## src/rtl/fpu_decode_issue.sv

```systemverilog
// FP16 (Zhinx) decode/issue stage: decodes one instruction per cycle into a micro-op and
// issues it through a 2-entry skid buffer with valid/ready handshakes on both sides.
module fpu_decode_issue #(
    parameter int unsigned WORD_W = 32,
    parameter int unsigned OPND_W = 16,
    parameter int unsigned DEPTH  = 2
) (
    input  logic              CLK,
    input  logic              nRST,
    input  logic              flush,
    input  logic [2:0]        frm,
    input  logic              in_valid,
    output logic              in_ready,
    input  logic [WORD_W-1:0] in_instr,
    input  logic [OPND_W-1:0] in_rs1,
    input  logic [OPND_W-1:0] in_rs2,
    input  logic [OPND_W-1:0] in_rs3,
    output logic              out_valid,
    input  logic              out_ready,
    output logic [4:0]        out_op,
    output logic [2:0]        out_rm,
    output logic [4:0]        out_rd,
    output logic [OPND_W-1:0] out_a,
    output logic [OPND_W-1:0] out_b,
    output logic [OPND_W-1:0] out_c,
    output logic              out_illegal
);

    // Buffer is built for exactly two entries; other DEPTH values are unsupported.
    localparam logic [1:0] DEPTH_CNT = 2'(DEPTH);

    localparam logic [6:0] OPC_OPFP   = 7'b1010011;
    localparam logic [6:0] OPC_FMADD  = 7'b1000011;
    localparam logic [6:0] OPC_FMSUB  = 7'b1000111;
    localparam logic [6:0] OPC_FNMSUB = 7'b1001011;
    localparam logic [6:0] OPC_FNMADD = 7'b1001111;

    localparam logic [4:0] F5_ADD   = 5'b00000;
    localparam logic [4:0] F5_SUB   = 5'b00001;
    localparam logic [4:0] F5_MUL   = 5'b00010;
    localparam logic [4:0] F5_DIV   = 5'b00011;
    localparam logic [4:0] F5_SGNJ  = 5'b00100;
    localparam logic [4:0] F5_MINMX = 5'b00101;
    localparam logic [4:0] F5_SQRT  = 5'b01011;
    localparam logic [4:0] F5_CMP   = 5'b10100;
    localparam logic [4:0] F5_CLASS = 5'b11100;

    localparam logic [1:0] FMT_HALF = 2'b10;
    localparam logic [2:0] RM_DYN   = 3'b111;

    localparam logic [4:0] OP_ADD    = 5'd0;
    localparam logic [4:0] OP_SUB    = 5'd1;
    localparam logic [4:0] OP_MUL    = 5'd2;
    localparam logic [4:0] OP_DIV    = 5'd3;
    localparam logic [4:0] OP_SQRT   = 5'd4;
    localparam logic [4:0] OP_MIN    = 5'd5;
    localparam logic [4:0] OP_MAX    = 5'd6;
    localparam logic [4:0] OP_SGNJ   = 5'd7;
    localparam logic [4:0] OP_SGNJN  = 5'd8;
    localparam logic [4:0] OP_SGNJX  = 5'd9;
    localparam logic [4:0] OP_FLE    = 5'd10;
    localparam logic [4:0] OP_FLT    = 5'd11;
    localparam logic [4:0] OP_FEQ    = 5'd12;
    localparam logic [4:0] OP_CLASS  = 5'd13;
    localparam logic [4:0] OP_FMADD  = 5'd14;
    localparam logic [4:0] OP_FMSUB  = 5'd15;
    localparam logic [4:0] OP_FNMSUB = 5'd16;
    localparam logic [4:0] OP_FNMADD = 5'd17;

    typedef struct packed {
        logic [4:0]        op;
        logic [2:0]        rm;
        logic [4:0]        rd;
        logic              illegal;
        logic [OPND_W-1:0] a;
        logic [OPND_W-1:0] b;
        logic [OPND_W-1:0] c;
    } uop_t;

    logic [6:0] opcode;
    logic [4:0] rd;
    logic [2:0] rm;
    logic [4:0] rs2;
    logic [1:0] fmt;
    logic [4:0] funct5;
    logic       unused_rs1_field;

    assign opcode = in_instr[6:0];
    assign rd     = in_instr[11:7];
    assign rm     = in_instr[14:12];
    assign rs2    = in_instr[24:20];
    assign fmt    = in_instr[26:25];
    assign funct5 = in_instr[31:27];
    // Register indices are resolved upstream; operand values arrive on in_rs1/2/3.
    assign unused_rs1_field = ^in_instr[19:15];

    logic [4:0] op_dec;
    logic       rounding;
    logic       is_r4;
    logic       illegal;
    logic [2:0] rm_res;
    uop_t       uop_dec;

    always_comb begin
        op_dec   = OP_ADD;
        rounding = 1'b0;
        is_r4    = 1'b0;
        illegal  = 1'b0;
        case (opcode)
            OPC_OPFP: begin
                case (funct5)
                    F5_ADD: begin op_dec = OP_ADD; rounding = 1'b1; end
                    F5_SUB: begin op_dec = OP_SUB; rounding = 1'b1; end
                    F5_MUL: begin op_dec = OP_MUL; rounding = 1'b1; end
                    F5_DIV: begin op_dec = OP_DIV; rounding = 1'b1; end
                    F5_SQRT: begin
                        op_dec   = OP_SQRT;
                        rounding = 1'b1;
                        if (rs2 != 5'd0) illegal = 1'b1;
                    end
                    F5_SGNJ: begin
                        case (rm)
                            3'b000:  op_dec = OP_SGNJ;
                            3'b001:  op_dec = OP_SGNJN;
                            3'b010:  op_dec = OP_SGNJX;
                            default: illegal = 1'b1;
                        endcase
                    end
                    F5_MINMX: begin
                        case (rm)
                            3'b000:  op_dec = OP_MIN;
                            3'b001:  op_dec = OP_MAX;
                            default: illegal = 1'b1;
                        endcase
                    end
                    F5_CMP: begin
                        case (rm)
                            3'b000:  op_dec = OP_FLE;
                            3'b001:  op_dec = OP_FLT;
                            3'b010:  op_dec = OP_FEQ;
                            default: illegal = 1'b1;
                        endcase
                    end
                    F5_CLASS: begin
                        op_dec = OP_CLASS;
                        if (rm != 3'b001 || rs2 != 5'd0) illegal = 1'b1;
                    end
                    default: illegal = 1'b1;
                endcase
            end
            // R4 forms: funct5 slot carries rs3, so only fmt/rm are validated.
            OPC_FMADD:  begin op_dec = OP_FMADD;  rounding = 1'b1; is_r4 = 1'b1; end
            OPC_FMSUB:  begin op_dec = OP_FMSUB;  rounding = 1'b1; is_r4 = 1'b1; end
            OPC_FNMSUB: begin op_dec = OP_FNMSUB; rounding = 1'b1; is_r4 = 1'b1; end
            OPC_FNMADD: begin op_dec = OP_FNMADD; rounding = 1'b1; is_r4 = 1'b1; end
            default:    illegal = 1'b1;
        endcase

        if (fmt != FMT_HALF) illegal = 1'b1;
        if (rounding) begin
            if (rm == 3'b101 || rm == 3'b110) illegal = 1'b1;
            if (rm == RM_DYN && frm > 3'b100) illegal = 1'b1;
        end

        rm_res = 3'b000;
        if (rounding) rm_res = (rm == RM_DYN) ? frm : rm;

        uop_dec.op      = illegal ? 5'd0 : op_dec;
        uop_dec.rm      = illegal ? 3'b000 : rm_res;
        uop_dec.rd      = rd;
        uop_dec.illegal = illegal;
        uop_dec.a       = illegal ? '0 : in_rs1;
        uop_dec.b       = illegal ? '0 : in_rs2;
        uop_dec.c       = (illegal || !is_r4) ? '0 : in_rs3;
    end

    uop_t       mem_q [2];
    logic [1:0] count_q, count_d;
    logic       head_q, head_d;
    logic       push, pop, wr_idx;

    assign in_ready  = (count_q < DEPTH_CNT);
    assign out_valid = (count_q != 2'd0);
    // A flushed cycle must not capture the incoming instruction.
    assign push      = in_valid && in_ready && !flush;
    assign pop       = out_valid && out_ready;
    assign wr_idx    = head_q ^ count_q[0];

    always_comb begin
        count_d = count_q;
        head_d  = head_q;
        if (flush) begin
            count_d = 2'd0;
            head_d  = 1'b0;
        end else begin
            case ({push, pop})
                2'b10:   count_d = count_q + 2'd1;
                2'b01: begin
                    count_d = count_q - 2'd1;
                    head_d  = ~head_q;
                end
                2'b11:   head_d = ~head_q;
                default: ;
            endcase
        end
    end

    always_ff @(posedge CLK or negedge nRST) begin
        if (!nRST) begin
            count_q <= 2'd0;
            head_q  <= 1'b0;
            for (int i = 0; i < 2; i++) mem_q[i] <= '0;
        end else begin
            count_q <= count_d;
            head_q  <= head_d;
            if (push) mem_q[wr_idx] <= uop_dec;
        end
    end

    uop_t head_uop;
    assign head_uop = out_valid ? mem_q[head_q] : '0;

    assign out_op      = head_uop.op;
    assign out_rm      = head_uop.rm;
    assign out_rd      = head_uop.rd;
    assign out_illegal = head_uop.illegal;
    assign out_a       = head_uop.a;
    assign out_b       = head_uop.b;
    assign out_c       = head_uop.c;

endmodule

```

## config.mk

```make
export PLATFORM = sky130hd
export DESIGN_NAME = fpu_decode_issue
export DESIGN_NICKNAME = d
export VERILOG_FILES = /design/src/rtl/fpu_decode_issue.sv
export SDC_FILE = /design/constraint.sdc
export NUM_CORES = 1
export LEC_CHECK = 0
export BUFFER_PORTS_ARGS = -buffer_cell sky130_fd_sc_hd__buf_4
export CAP_MARGIN = 5
export CORE_AREA = 4 4 136 99
export CTS_CLUSTER_DIAMETER = 50
export DETAILED_ROUTE_END_ITERATION = 8
export DIE_AREA = 0 0 140 103
export PLACE_DENSITY = 0.75
export SETUP_SLACK_MARGIN = 0.15
export SLEW_MARGIN = 20
export SYNTH_ARGS = -nofsm -noshare
export SYNTH_HDL_FRONTEND = slang
export SYNTH_SLANG_ARGS = --single-unit
```

## constraint.sdc

```tcl
create_clock -name CLK -period 2.35 [get_ports CLK]
set_input_delay 0.235 -clock CLK [delete_from_list [all_inputs] [get_ports CLK]]
set_output_delay 0.235 -clock CLK [all_outputs]
set_load 0.03 [all_outputs]
```

==> results.txt <==
----------------------------------------------------
[Logic synthesis]
  Count of warnings emitted by yosys ... 0
  Number of standard cells after synthesis ... 526
  Count of distinct cell types in the synthesized netlist ... 42
  Syn avg cell area ... 11.4 µm²
  Prevailing post-synth register cell ... dfrtp_1
  Post-synth ARST share ... 1.00
  Flop and latch count out of synthesis ... 127
  Count of flip-flops with a built-in enable after synthesis ... 0
  Share of synthesized area occupied by flip-flops and latches ... 0.530
  Post-synthesis cell area ... 6000 µm²
  Number of nets in the synthesized netlist ... 614

[Routing]
  Total via count in the routed design ... 4,916
  Drt initial violations ... 264
  Vias per inst ... 5.89
  Final routed wirelength across all metal layers ... 16,200 µm
  DRC violation count after routing ... 0
  Number of search-and-repair iterations in the first detailed-routing pass ... 4
  Routed length per placed instance ... 19.4 µm
  Antenna Nets Post-Route ... 0

[Critical path]
  List of cells traversed by the critical path ... buf_12, mux2i_1, nor2_1, buf_4
  Reg-to-reg setup timing slack ... 0.32 ns
  Top fanout value on the critical path ... 63
  Stage delay of the slowest cell on the critical path ... 0.43 ns
  Slowest stage cell on the critical path ... dfrtp_4
  Buffers and inverters on the worst path ... 2
  Critical setup path kind ... register to primary output
  Type of element launching the critical path ... register
  Data required time at the worst endpoint ... 2.12 ns
  Crit path max-delay family ... buffers and inverters
  Arrival time reported for the critical path endpoint ... 1.81 ns
  Category of the worst setup path capture point ... primary output

[Clock network]
  CTS H-Tree Depth ... 4
  TritonCTS clock tree ... yes
  Clock slew seen by the registers of the worst setup and hold paths ... 0.05 ns
  Number of buffers created by CTS ... 17
  Clk_lat worst skew ... 0.41 ns
  Number of buffers between clock root and the deepest sink ... 2
  Num Clock Sinks ... 127
  CTS Root Cell ... clkbuf_16

[Final layout]
  Post-synthesis to final-layout area growth ... 31.4%
  Area used by sequential logic in the layout ... 3180 µm²
  Number of cells in the finished layout apart from fillers ... 835
  Area occupied by multi-input gates ... 2620 µm²
  FILL cells ... 969
  Post-layout instance area ... 7880 µm²
  Ratio of cells with drive above 1 in the final layout ... 0.308
  Antenna diode count ... 0
  Final #Nets ... 750
  Most common library cell in the layout ignoring fill and taps ... buf_4
  Most used cells in the layout excluding fill and tap cells ... buf_4 (152), dfrtp_1 (126), a22o_1 (107)

[Timing]
  Final sum of negative setup slack ... 0 ns
  Clock period minus worst slack ... 2.04 ns
  Skew final ... 0.00619 ns
  Ratio of final minimum period to clock period ... 0.870
  Worst slew slack as a fraction of its limit ... 0.482
  Total of endpoints with negative setup slack in the final report ... 0
  Highest clock rate ... 489 MHz
  Number of endpoints with negative hold slack in the final report ... 0
  Worst path setup slack after routing ... 0.307 ns
  Transition time at the pin with the least slew margin ... 0.777 ns
  Max-slew violation count ... 0
  Unrepaired setup endpoints after global routing ... no
  Worst hold margin ... 0.0477 ns

[GRT]
  Maximum number of pins on one net before global-route repair ... 64
  Overall track demand over capacity in global routing ... 0.231
  GRT overflow ... 0
  Number of antenna violations at the first check in global routing ... 0
  Global-route wire length before repair ... 26,400 µm
  Vias in the first global route ... 5,164

[Place]
  Post-place instance area ... 7270 µm²
  Post-place setup slack ... 0.161 ns
  Input/output buffers ... 146
  Final RePlAce weighted congestion ... 0.888
  Inst Count DP ... 803
  DPL Wire Length ... 10,500 µm

[Run]
  Max capacitance violation total ... 0

[Status]
  Result of the run ... complete, no violations

[Min path]
  Tightest Hold Check Type ... input pin to register

[Power]
  Areal power density over the cells ... 690 nW/µm²
  Pleak ... 3.73 nW
  Worst IR drop on VDD ... 0.000514 V

[Die]
  Horizontal die dimension ... 140 µm
  DIE AREA ... 14,400 µm²
  Core region area ... 12,200 µm²
  Io pins ... 152
  Effective utilization at floorplan ... 0.493
  Std cell rows ... 34
  Vertical extent of the die ... 103 µm

----------------------------------------------------
-- worst register-to-register path, delay by kind of cell (launching register included) --
kind                      cells  cell delay, ns
muxes                         1            0.44
DFF                           1            0.50
buffers and inverters         1            0.40
and+or+nand+nor               1            0.32
xor gates and xnor gates      1            0.26
-- sequential cells by signal, summed over array words and instances (netlist names) --
register and count:
mem_q 124, count_q 2, head_q 1
-- final timing paths --
kind | cells after the start | end | startpoint
setup / recovery | 4 | out_a[8] | head_q
hold / removal | 2 | mem_q[92] | in_rs2[14]
setup reg to reg | 4 | mem_q[114] | count_q[0]
hold reg to reg | 2 | mem_q[59] | mem_q[59]
max in group asynchronous | 3 | mem_q[109] | nRST
min in group asynchronous | 2 | mem_q[62] | nRST
-- cell usage after synthesis (3+ instances only) --
cell type / number / area share
buf_2: 9 / 0.0075
o211a_1: 3 / 0.0050
a21o_1: 3 / 0.0038
mux2_2: 10 / 0.019
a21oi_1: 11 / 0.0092
buf_6: 3 / 0.0056
a211oi_1: 5 / 0.0063
nand2b_1: 5 / 0.0052
nand2_1: 15 / 0.0094
mux2i_1: 62 / 0.10
o21ai_1: 3 / 0.0025
nor2_1: 74 / 0.046
nand3_1: 5 / 0.0042
clkbuf_1: 25 / 0.016
buf_1: 7 / 0.0044
nor3_1: 3 / 0.0025
dfrtp_1: 127 / 0.53
a22oi_1: 3 / 0.0038
inv_1: 4 / 0.0025
o21ai_0: 9 / 0.0075
nor4bb_1: 3 / 0.0050
a22o_1: 107 / 0.16
-- metrics by stage --
step	power (mW)	util
2_1_floorplan	2.68	-
3_3_place_gp	2.97	0.598
3_5_place_dp	2.99	0.598
4_1_cts	5.48	0.646
5_1_grt	5.64	0.647
6_report	5.44	0.647
-- power by group --
part           leakage [nW]  internal [mW]  switching, mW
Sequential             1.74           2.26         0.0401
Clock                 0.278           1.57          0.901
Combinational          1.71          0.283          0.377
-- cell families after synthesis --
kind of cell,synth area share
xor+xnor,0.00292
flops,0.530
simple gates,0.101
mux,0.122
compound gates,0.208
buf+inv,0.0357
-- final cells by class --
class,instances,area share
repair buffers,161,0.165
inverters,4,0.00191
multi-input cells,351,0.333
well taps,162,0.0257
clock buffers,24,0.0637
clock inverters,6,0.00731
flip-flops and latches,127,0.404
-- timing repair --
action,4_1_cts,5_1_grt
hold endpoints to repair,51,0
gates cloned,0,0
endpoints found under the setup margin,67,118
hold buffers,2,0
gates resized for setup,3,4
buffers inserted,0,0
-- per-layer routing --
layer  track usage  wire length [µm]  share of wire
met1         0.305              7120           0.44
met2         0.369              7510           0.46
met3        0.0830              1420          0.088
met4        0.0581               161         0.0099
met5             0                 0              0
(Power assumes the default switching activity.)
